===== config.mk =====
export PLATFORM = sky130hd
export DESIGN_NAME = io_regfile_stream
export DESIGN_NICKNAME = d
export VERILOG_FILES = /design/src/rtl/io_stream_pkg.sv /design/src/rtl/io_resp_fifo.sv /design/src/rtl/io_regfile_stream.sv
export SDC_FILE = /design/constraint.sdc
export NUM_CORES = 2
export LEC_CHECK = 0
export CAP_MARGIN = 20
export CORE_UTILIZATION = 52
export CTS_CLUSTER_DIAMETER = 60
export DETAILED_ROUTE_END_ITERATION = 8
export PLACE_DENSITY = 0.67
export SYNTH_ARGS = -nofsm -noshare
export SYNTH_HDL_FRONTEND = slang
export SYNTH_MEMORY_MAX_BITS = 65536
export SYNTH_SLANG_ARGS = --single-unit

===== constraint.sdc =====
create_clock -name clk -period 20 [get_ports clk]
set_input_delay 4 -clock clk [delete_from_list [all_inputs] [get_ports clk]]
set_output_delay 4 -clock clk [all_outputs]
set_load 0.005 [all_outputs]

===== src/rtl/io_stream_pkg.sv =====
// Shared opcode, status-bit and field-offset definitions for the streaming register file.
// Request/response words are packed {signal/status, id, addr, data}, with signal at the MSBs.
package io_stream_pkg;

    typedef enum logic [1:0] {
        OP_READ  = 2'b00,
        OP_WRITE = 2'b01,
        OP_SET   = 2'b10,
        OP_CLR   = 2'b11
    } op_e;

    localparam int ST_MOD = 2;

    function automatic int st_err(input int signal_width);
        return signal_width - 1;
    endfunction

    function automatic int data_lsb();
        return 0;
    endfunction

    function automatic int addr_lsb(input int data_width);
        return data_width;
    endfunction

    function automatic int id_lsb(input int data_width, input int addr_width);
        return data_width + addr_width;
    endfunction

    function automatic int sig_lsb(input int data_width, input int addr_width, input int id_width);
        return data_width + addr_width + id_width;
    endfunction

endpackage


===== src/rtl/io_resp_fifo.sv =====
// Response FIFO with a registered first-word-fall-through head; the head register holds
// the oldest entry and the ring buffer holds the entries queued behind it.
module io_resp_fifo #(
    parameter int WIDTH = 32,
    parameter int DEPTH = 4
) (
    input  logic             clk,
    input  logic             rst_n,
    input  logic             push_i,
    input  logic [WIDTH-1:0] din_i,
    input  logic             pop_i,
    output logic [WIDTH-1:0] dout_o,
    output logic             valid_o,
    output logic             full_o,
    output logic             empty_o
);

    localparam int PW = $clog2(DEPTH);
    localparam int CW = PW + 1;

    logic [WIDTH-1:0] mem_q [DEPTH];
    logic [WIDTH-1:0] head_q, head_d;
    logic [PW-1:0]    wr_ptr_q, wr_ptr_d;
    logic [PW-1:0]    rd_ptr_q, rd_ptr_d;
    logic [CW-1:0]    count_q, count_d;
    logic             mem_we;
    logic             do_push;
    logic             do_pop;

    assign empty_o = (count_q == '0);
    assign full_o  = (count_q == CW'(DEPTH));
    assign valid_o = ~empty_o;
    assign dout_o  = head_q;

    assign do_push = push_i & ~full_o;
    assign do_pop  = pop_i & ~empty_o;

    // The head is refilled from the ring, or straight from din when the ring is empty.
    always_comb begin
        head_d   = head_q;
        wr_ptr_d = wr_ptr_q;
        rd_ptr_d = rd_ptr_q;
        count_d  = count_q;
        mem_we   = 1'b0;
        case ({do_push, do_pop})
            2'b10: begin
                count_d = count_q + CW'(1);
                if (empty_o) begin
                    head_d = din_i;
                end else begin
                    mem_we   = 1'b1;
                    wr_ptr_d = wr_ptr_q + PW'(1);
                end
            end
            2'b01: begin
                count_d = count_q - CW'(1);
                if (count_q > CW'(1)) begin
                    head_d   = mem_q[rd_ptr_q];
                    rd_ptr_d = rd_ptr_q + PW'(1);
                end
            end
            2'b11: begin
                if (count_q == CW'(1)) begin
                    head_d = din_i;
                end else begin
                    head_d   = mem_q[rd_ptr_q];
                    rd_ptr_d = rd_ptr_q + PW'(1);
                    mem_we   = 1'b1;
                    wr_ptr_d = wr_ptr_q + PW'(1);
                end
            end
            default: ;
        endcase
    end

    always_ff @(posedge clk or negedge rst_n) begin
        if (!rst_n) begin
            head_q   <= '0;
            wr_ptr_q <= '0;
            rd_ptr_q <= '0;
            count_q  <= '0;
        end else begin
            head_q   <= head_d;
            wr_ptr_q <= wr_ptr_d;
            rd_ptr_q <= rd_ptr_d;
            count_q  <= count_d;
        end
    end

    always_ff @(posedge clk) begin
        if (mem_we) begin
            mem_q[wr_ptr_q] <= din_i;
        end
    end

endmodule


===== src/rtl/io_regfile_stream.sv =====
// Streaming register file: one request per accepted beat, one response queued per request.
// Writes and read-modify-writes commit at the accepting edge; responses drain through a FIFO.
module io_regfile_stream
    import io_stream_pkg::*;
#(
    parameter int DW            = 32,
    parameter int SIGNAL_WIDTH  = 4,
    parameter int ID_WIDTH      = 4,
    parameter int ADDR_WIDTH    = 8,
    parameter int DATA_WIDTH    = 16,
    parameter int DEPTH         = 256,
    parameter int FIFO_DEPTH    = 4,
    parameter int ERR_CNT_WIDTH = 8
) (
    input  logic                     clk,
    input  logic                     rst_n,
    input  logic                     up_valid,
    input  logic [DW-1:0]            up_data,
    output logic                     up_ready,
    output logic                     down_valid,
    output logic [DW-1:0]            down_data,
    input  logic                     down_ready,
    output logic [ERR_CNT_WIDTH-1:0] err_cnt
);

    localparam int DATA_LSB = data_lsb();
    localparam int ADDR_LSB = addr_lsb(DATA_WIDTH);
    localparam int ID_LSB   = id_lsb(DATA_WIDTH, ADDR_WIDTH);
    localparam int SIG_LSB  = sig_lsb(DATA_WIDTH, ADDR_WIDTH, ID_WIDTH);
    localparam int ST_ERR   = st_err(SIGNAL_WIDTH);
    localparam int RAM_AW   = (DEPTH > 1) ? $clog2(DEPTH) : 1;
    localparam logic [ADDR_WIDTH:0] DEPTH_W = (ADDR_WIDTH + 1)'(DEPTH);

    op_e                     req_op;
    logic [ID_WIDTH-1:0]     req_id;
    logic [ADDR_WIDTH-1:0]   req_addr;
    logic [DATA_WIDTH-1:0]   req_data;
    logic [RAM_AW-1:0]       ram_idx;
    logic                    in_range;
    logic                    accept;
    logic                    ram_we;
    logic                    fifo_full;
    logic                    fifo_empty;
    logic                    pop;
    logic                    unused_sig_bits;

    logic [DATA_WIDTH-1:0]   ram_q [DEPTH];
    logic [DATA_WIDTH-1:0]   ram_rd;
    logic [DATA_WIDTH-1:0]   ram_wdata;
    logic [DATA_WIDTH-1:0]   resp_data;
    logic [SIGNAL_WIDTH-1:0] resp_status;
    logic [DW-1:0]           resp_word;

    logic [ERR_CNT_WIDTH-1:0] err_cnt_q, err_cnt_d;

    assign req_op   = op_e'(up_data[SIG_LSB +: 2]);
    assign req_id   = up_data[ID_LSB +: ID_WIDTH];
    assign req_addr = up_data[ADDR_LSB +: ADDR_WIDTH];
    assign req_data = up_data[DATA_LSB +: DATA_WIDTH];
    assign ram_idx  = req_addr[RAM_AW-1:0];

    // Upper signal bits carry no meaning on the request side.
    assign unused_sig_bits = ^up_data[SIG_LSB + SIGNAL_WIDTH - 1 : SIG_LSB + 2];

    assign in_range = ({1'b0, req_addr} < DEPTH_W);
    assign up_ready = ~fifo_full;
    assign accept   = up_valid & up_ready;
    assign ram_we   = accept & in_range & (req_op != OP_READ);
    assign pop      = down_valid & down_ready;
    assign ram_rd   = in_range ? ram_q[ram_idx] : '0;

    always_comb begin
        ram_wdata = ram_rd;
        case (req_op)
            OP_WRITE: ram_wdata = req_data;
            OP_SET:   ram_wdata = ram_rd | req_data;
            OP_CLR:   ram_wdata = ram_rd & ~req_data;
            default:  ram_wdata = ram_rd;
        endcase
    end

    // SET/CLR report the value they found; WRITE reports what it stored.
    always_comb begin
        resp_data = '0;
        if (in_range) begin
            resp_data = (req_op == OP_WRITE) ? req_data : ram_rd;
        end
    end

    always_comb begin
        resp_status         = '0;
        resp_status[1:0]    = req_op;
        resp_status[ST_MOD] = in_range & (req_op != OP_READ);
        resp_status[ST_ERR] = ~in_range;
    end

    assign resp_word = {resp_status, req_id, req_addr, resp_data};

    always_comb begin
        err_cnt_d = err_cnt_q;
        if (accept && !in_range && !(&err_cnt_q)) begin
            err_cnt_d = err_cnt_q + ERR_CNT_WIDTH'(1);
        end
    end

    always_ff @(posedge clk or negedge rst_n) begin
        if (!rst_n) begin
            err_cnt_q <= '0;
        end else begin
            err_cnt_q <= err_cnt_d;
        end
    end

    assign err_cnt = err_cnt_q;

    // Register contents survive reset on purpose.
    always_ff @(posedge clk) begin
        if (ram_we) begin
            ram_q[ram_idx] <= ram_wdata;
        end
    end

    io_resp_fifo #(
        .WIDTH (DW),
        .DEPTH (FIFO_DEPTH)
    ) u_resp_fifo (
        .clk     (clk),
        .rst_n   (rst_n),
        .push_i  (accept),
        .din_i   (resp_word),
        .pop_i   (pop),
        .dout_o  (down_data),
        .valid_o (down_valid),
        .full_o  (fifo_full),
        .empty_o (fifo_empty)
    );

endmodule


== Word-level counts from Yosys, hierarchy flattened ==
Memory sizes are Yosys's and may differ from the RTL's.
Index checks and enable logic that the tools add are counted.
Widths: inputs -> output; s select.
Word-level totals
  input bits: 36
  word-level logic and storage cells: 62
  output and inout port bits: 42
  register bits: 39
  memory bits (writable): 4220
  memories: 2
Cells by class
  $add $sub $neg: 4
  equal/unequal tests: 12
  bitwise gates (word level): 10
  $lt $le $gt $ge: 1
  muxes and demuxes: 20
  reduce and logical (&&, ||, !) cells: 9
Memory list
  ram_q: words 256, bits a word 16, rd ports 1, clocked after memory_dff 0, wr ports 1, line io_regfile_stream.sv:47  | logic [DATA_WIDTH-1:0] ram_q [DEPTH];
  u_resp_fifo.mem_q: words 4, bits a word 31, rd ports 1, clocked after memory_dff 0, wr ports 1, line io_resp_fifo.sv:21  | logic [WIDTH-1:0] mem_q [DEPTH];
Operator list (number)
  $mux 32: 3
  $pmux 32 s3: 1
  $pmux 16 s3: 1
  $and 16x16->16: 1
  $mux 16: 1
  $not 16->16: 1
  $or 16x16->16: 1
  $reduce_and 3->1: 3
  $eq 2x2->1 const B: 4
  $mux 2: 4
  $pmux 2 s2: 2
  $reduce_bool 2->1: 4
  $mux 1: 6
  $pmux 3 s2: 1
  $and 1x1->1: 5
  $add 2x1->2 const B: 2
  $eq 2x1->1 const B: 2
  $ne 2x1->1 const B: 2
  $ne 2x2->1 const B: 2
  $add 3x1->3 const B: 1
  $eq 3x1->1 const B: 1
  $eq 3x3->1 const B: 1
  $gt 3x1->1 const B: 1
  $logic_not 3->1: 1
  4 further kinds: 5

== Longest topological paths before layout ==
  depth after elaboration: 8
  depth in mapped cells: 14
  mapped depth without buffers: 11

== Cells and area by module ==
A second synthesis with hierarchy kept.
Unflattened totals
  cells, all modules: 7579
  area, all modules: 164139.9 sq um
By module, submodules not included
  io_regfile_stream: times used 1, cells each 7239, area each 157377.2 sq um, seq. area each 122998.0 sq um
  io_resp_fifo: times used 1, cells each 340, area each 6762.7 sq um, seq. area each 4819.6 sq um

== Worst setup path after synthesis ==
Ideal clock, no wire load.
  kind: in2reg
  start: input up_data[19]
  end: memory ram_q[0][5] (data pin)
  stages on the path: 11
  data required time: 18372 ps
  setup slack: 5339 ps
  arrival time: 13033 ps
  library setup time: 1628 ps
  buffers on the path: 4
  path through: buf_6 > buf_6 > or4b_1 > buf_2 > buf_6 > o22a_1 > o211ai_1 > a21oi_1 > a22o_1 > a211o_1 > a22oi_1
Between the ends
  cells in the longest elaborated chain, start to end: 3
  elaborated cells on any way between the ends: 4
  those cells by class: mux: 1; bitwise: 2; memory: 1
RTL lines
  from (decl): line io_regfile_stream.sv:18  | input logic [DW-1:0] up_data,
  $mem_v2 256x16 *
  $and 16x16->16 or $or 16x16->16 (tied branches): line io_regfile_stream.sv:77, io_regfile_stream.sv:76
  $pmux 16 s3 *: line io_regfile_stream.sv:74  | case (req_op)
  via ram_wdata[5]: line io_regfile_stream.sv:49  | logic [DATA_WIDTH-1:0] ram_wdata;
  to (decl): line io_regfile_stream.sv:47
The timed path passes the listed nets; every way through them passes the cells marked *.

== Worst setup path in the final report ==
  start: input up_data[16]
  end: memory ram_q[205][10] (data pin)
Same word-level chain as after synthesis.

==> impl_results.md <==
- Status: finished clean
- Vias per cell: 6.35
- CTS buffer count: 413
- Die width: 566 um
- Post-CTS Setup Inserts: 0
- Final setup TNS: 0 ns
- Critical path's top delay family: buffers and inverters
- Post-synth EDFFs: 4220
- DRC violations left: 0
- Final WS setup: 8.24 ns
- CTS Hold Bufs: 0
- Combinational share of power: 8.4%
- Routed WL: 413 mm
- Iter 0 DRT Violations: 11600
- Post-synthesis async set-or-reset flop share: 0.892%
- Number of max-cap violations: 0
- Worst Clk Skew: 0.0556 ns
- CTS root buf: clkbuf_16
- Clock Latency Late Sink: 0.97 ns
- Die area: 320000 um2
- Hold Vio Cnt, Final: 0
- Worst Path Buf+Inv: 7
- Switching part of the total: 22.8%
- Internal power: 15.1 mW
- Kind of critical path: in -> reg
- Pre-CTS setup slack: 7.46 ns
- Gpl congestion: 0.854
- Yosys top cell by area: edfxtp_1
- Number of global-route vias before repair: 82300
- Most frequent cell after synthesis: edfxtp_1
- First-pass GRT wire length: 587 mm
- CP Cell Sequence: buf_16, buf_4, buf_4, buf_4, mux4_2, mux2i_1, a22oi_1, nand4_1, nand3_1, o21ai_0, a211o_1, a22oi_2, buf_4, buf_4, buf_4
- Chip Height: 566 um
- Synth Instances: 8354
- Startpoint Class: input pin
- TritonCTS Sinks: 4258
- Layout cells sized above 1: 18.2%
- FMAX: 85.0 MHz
- Synth top area share: 76.7%
- Synth area leaders: edfxtp_1 (77%), mux4_2 (7.3%), mux2i_1 (6.7%)
- Worst EP arrival: 12.35 ns
- Port-buffer cells: 66
- Synthesized flop and latch total: 4258
- Routed len/inst: 31.2 um
- CTS max path bufs: 4
- Worst setup EP type: flip-flop
- PostCTS Resize Cnt: 0
- Final setup viols: 0
- Crit-path max cell delay: 0.97 ns
- Leakage power: 60.3 nW
- Slowest cell on the critical path: buf_4
- Switch Pwr: 4.45 mW
- I/O pin total: 78
- Clock Power Share: 39.0%
- Design area: 185000 um2
- Sequential area share after synthesis: 77.3%
- Total core area: 315000 um2
- Most used cell, CP: buf_4
- Final Non-Filler Cells: 13200
- Sequential share of power: 52.7%
- Synth cell count leaders: edfxtp_1 (4220), mux2i_1 (1100), mux4_2 (535)
- Cell Area, Placed: 172000 um2
- Overflow left after global routing: 0
- Inst Count DP: 12500
- Req. time, crit path: 20.59 ns
- CTS tree: yes
- Post-synthesis cell area: 165000 um2
- Ys flop type: edfxtp_1
- Overall routing resource usage: 25.5%
- H-Tree Depth: 5
- Clock-pin transition on the worst setup and hold timing paths: 0.06 ns
- RSZ-0062 raised after global routing: false
- Worst Hold Class: reg -> reg
- Pwr Total: 19.5 mW
- Slew @ Worst Pin: 1.43 ns
- Final ANT Viol Nets: 0
- Initial core utilization: 52.4%
- Initial antenna violation count: 12
- YS warnings: 0
- Via count: 84100
- Nets: 8793
- Max FO, Critical Path: 94
- PwrDens: 105 nW/um2
- HPWL Detailed: 235 mm
- Largest net degree at the start of global routing: 207
- Worst VDD drop: 0.000111 V
- Fin crit share: 58.8%
- Standard-cell row count: 206
- Distinct cell type count of the synthesized netlist: 63
- Area Overhead vs Synth: 12.1%
- Max Transition Viols Final: 0
- Mean post-synth cell area: 19.8 um2
- DR pass1 iterations: 6
- Slew HR: 4.87%
- Tmin final: 11.76 ns
==> worst min-delay path, delay by kind of cell, from the launching register on <==
family           cells  cell delay (ns)
flip-flops           1             0.34
AND/OR/NAND/NOR      2             0.13
==> layer usage <==
metal	part of all wire, %	GRT usage, %	vias to the layer above
met2	47	39.7	4130
met4	3.7	8.96	2
met1	40	36.5	44100
met5	0.0032	0.0595	-
met3	9.4	4.84	675
li1	-	-	35200
==> area by class of cell <==
type                       instances  area, um2
timing repair buffer             483       4110
fill                           22600     130000
tap                             4160       5200
multi-input combinational       3578      35000
sequential                      4258     128000
inverter                          11       43.8
clock inverter                   253       2260
antenna                            8       20.0
clock buffer                     495      10900
==> power by group through the flow <==
stage | Clock, mW | Combinational (mW) | Sequential, mW
after floorplan | 0 | 0.910 | 10.6
after global placement | 0 | 1.57 | 10.5
after detailed placement | 0 | 1.63 | 10.5
after CTS | 7.70 | 1.64 | 10.3
after global routing | 8.03 | 1.72 | 10.3
final | 7.61 | 1.64 | 10.3
==> cells by family (layout without fill, tap and decap cells) <==
family / after synthesis / after routing / share of synthesized area (%)
other cells: 1 / 17 / 0.00227
xor+xnor: 22 / 22 / 0.117
compound gates: 1025 / 1025 / 4.51
fa+ha+maj: 12 / 12 / 0.0909
simple gates: 871 / 871 / 2.29
flops: 4258 / 4258 / 77.3
buf+inv: 526 / 1242 / 1.72
mux: 1639 / 1639 / 14.0
==> path summary, 6_finish.rpt <==
| check | end | start | slack (ns) | cells past startpoint |
|---|---|---|---|---|
| max | ram_q[205][10] | up_data[16] | 8.24 | 15 |
| min reg2reg | u_resp_fifo.dout_o[24] | u_resp_fifo.dout_o[24] | 0.51 | 2 |
| min | u_resp_fifo.dout_o[24] | u_resp_fifo.dout_o[24] | 0.51 | 2 |
| max in group asynchronous | u_resp_fifo.rd_ptr_q[0] | rst_n | 16.19 | 1 |
| max reg2reg | ram_q[205][10] | ram_q[252][10] | 13.84 | 11 |
| min in group asynchronous | u_resp_fifo.dout_o[19] | rst_n | 3.18 | 1 |
==> cells in the final DEF (no fill, tap or decap), drive strengths merged, types with 21 or more instances in the layout <==
| cell type | synthesis | routed |
|---|---|---|
| clkdlybuf4s50 | 0 | 57 |
| dfrtp | 38 | 38 |
| nand3 | 88 | 88 |
| bufinv | 0 | 38 |
| mux4 | 535 | 535 |
| nor3 | 98 | 98 |
| nand4 | 31 | 31 |
| mux2i | 1100 | 1100 |
| a221oi | 89 | 89 |
| o22ai | 179 | 179 |
| edfxtp | 4220 | 4220 |
| a21oi | 50 | 50 |
| o22a | 65 | 65 |
| o21ai | 150 | 150 |
| a22o | 29 | 29 |
| o211ai | 77 | 77 |
| nor2 | 388 | 388 |
| a311oi | 32 | 32 |
| clkinv | 1 | 193 |
| a22oi | 255 | 255 |
| xnor2 | 21 | 21 |
| clkbuf | 240 | 495 |
| buf | 275 | 426 |
| nand2 | 202 | 202 |
==> metrics by stage <==
stage                     utilization, %  hold slack [ns]
after floorplan                        -            0.498
after global placement              54.5            0.505
after detailed placement            54.5            0.512
after CTS                           58.7            0.526
after global routing                58.7            0.542
final                               58.7            0.515
==> state kept, by name (all words and copies together) (netlist names) <==
name and count:
u_resp_fifo.wr_ptr_q 2, u_resp_fifo.count_q 3, u_resp_fifo.dout_o 31, u_resp_fifo.mem_q 124, ram_q 4096, u_resp_fifo.rd_ptr_q 2
Power figures use the tool's default switching activity.
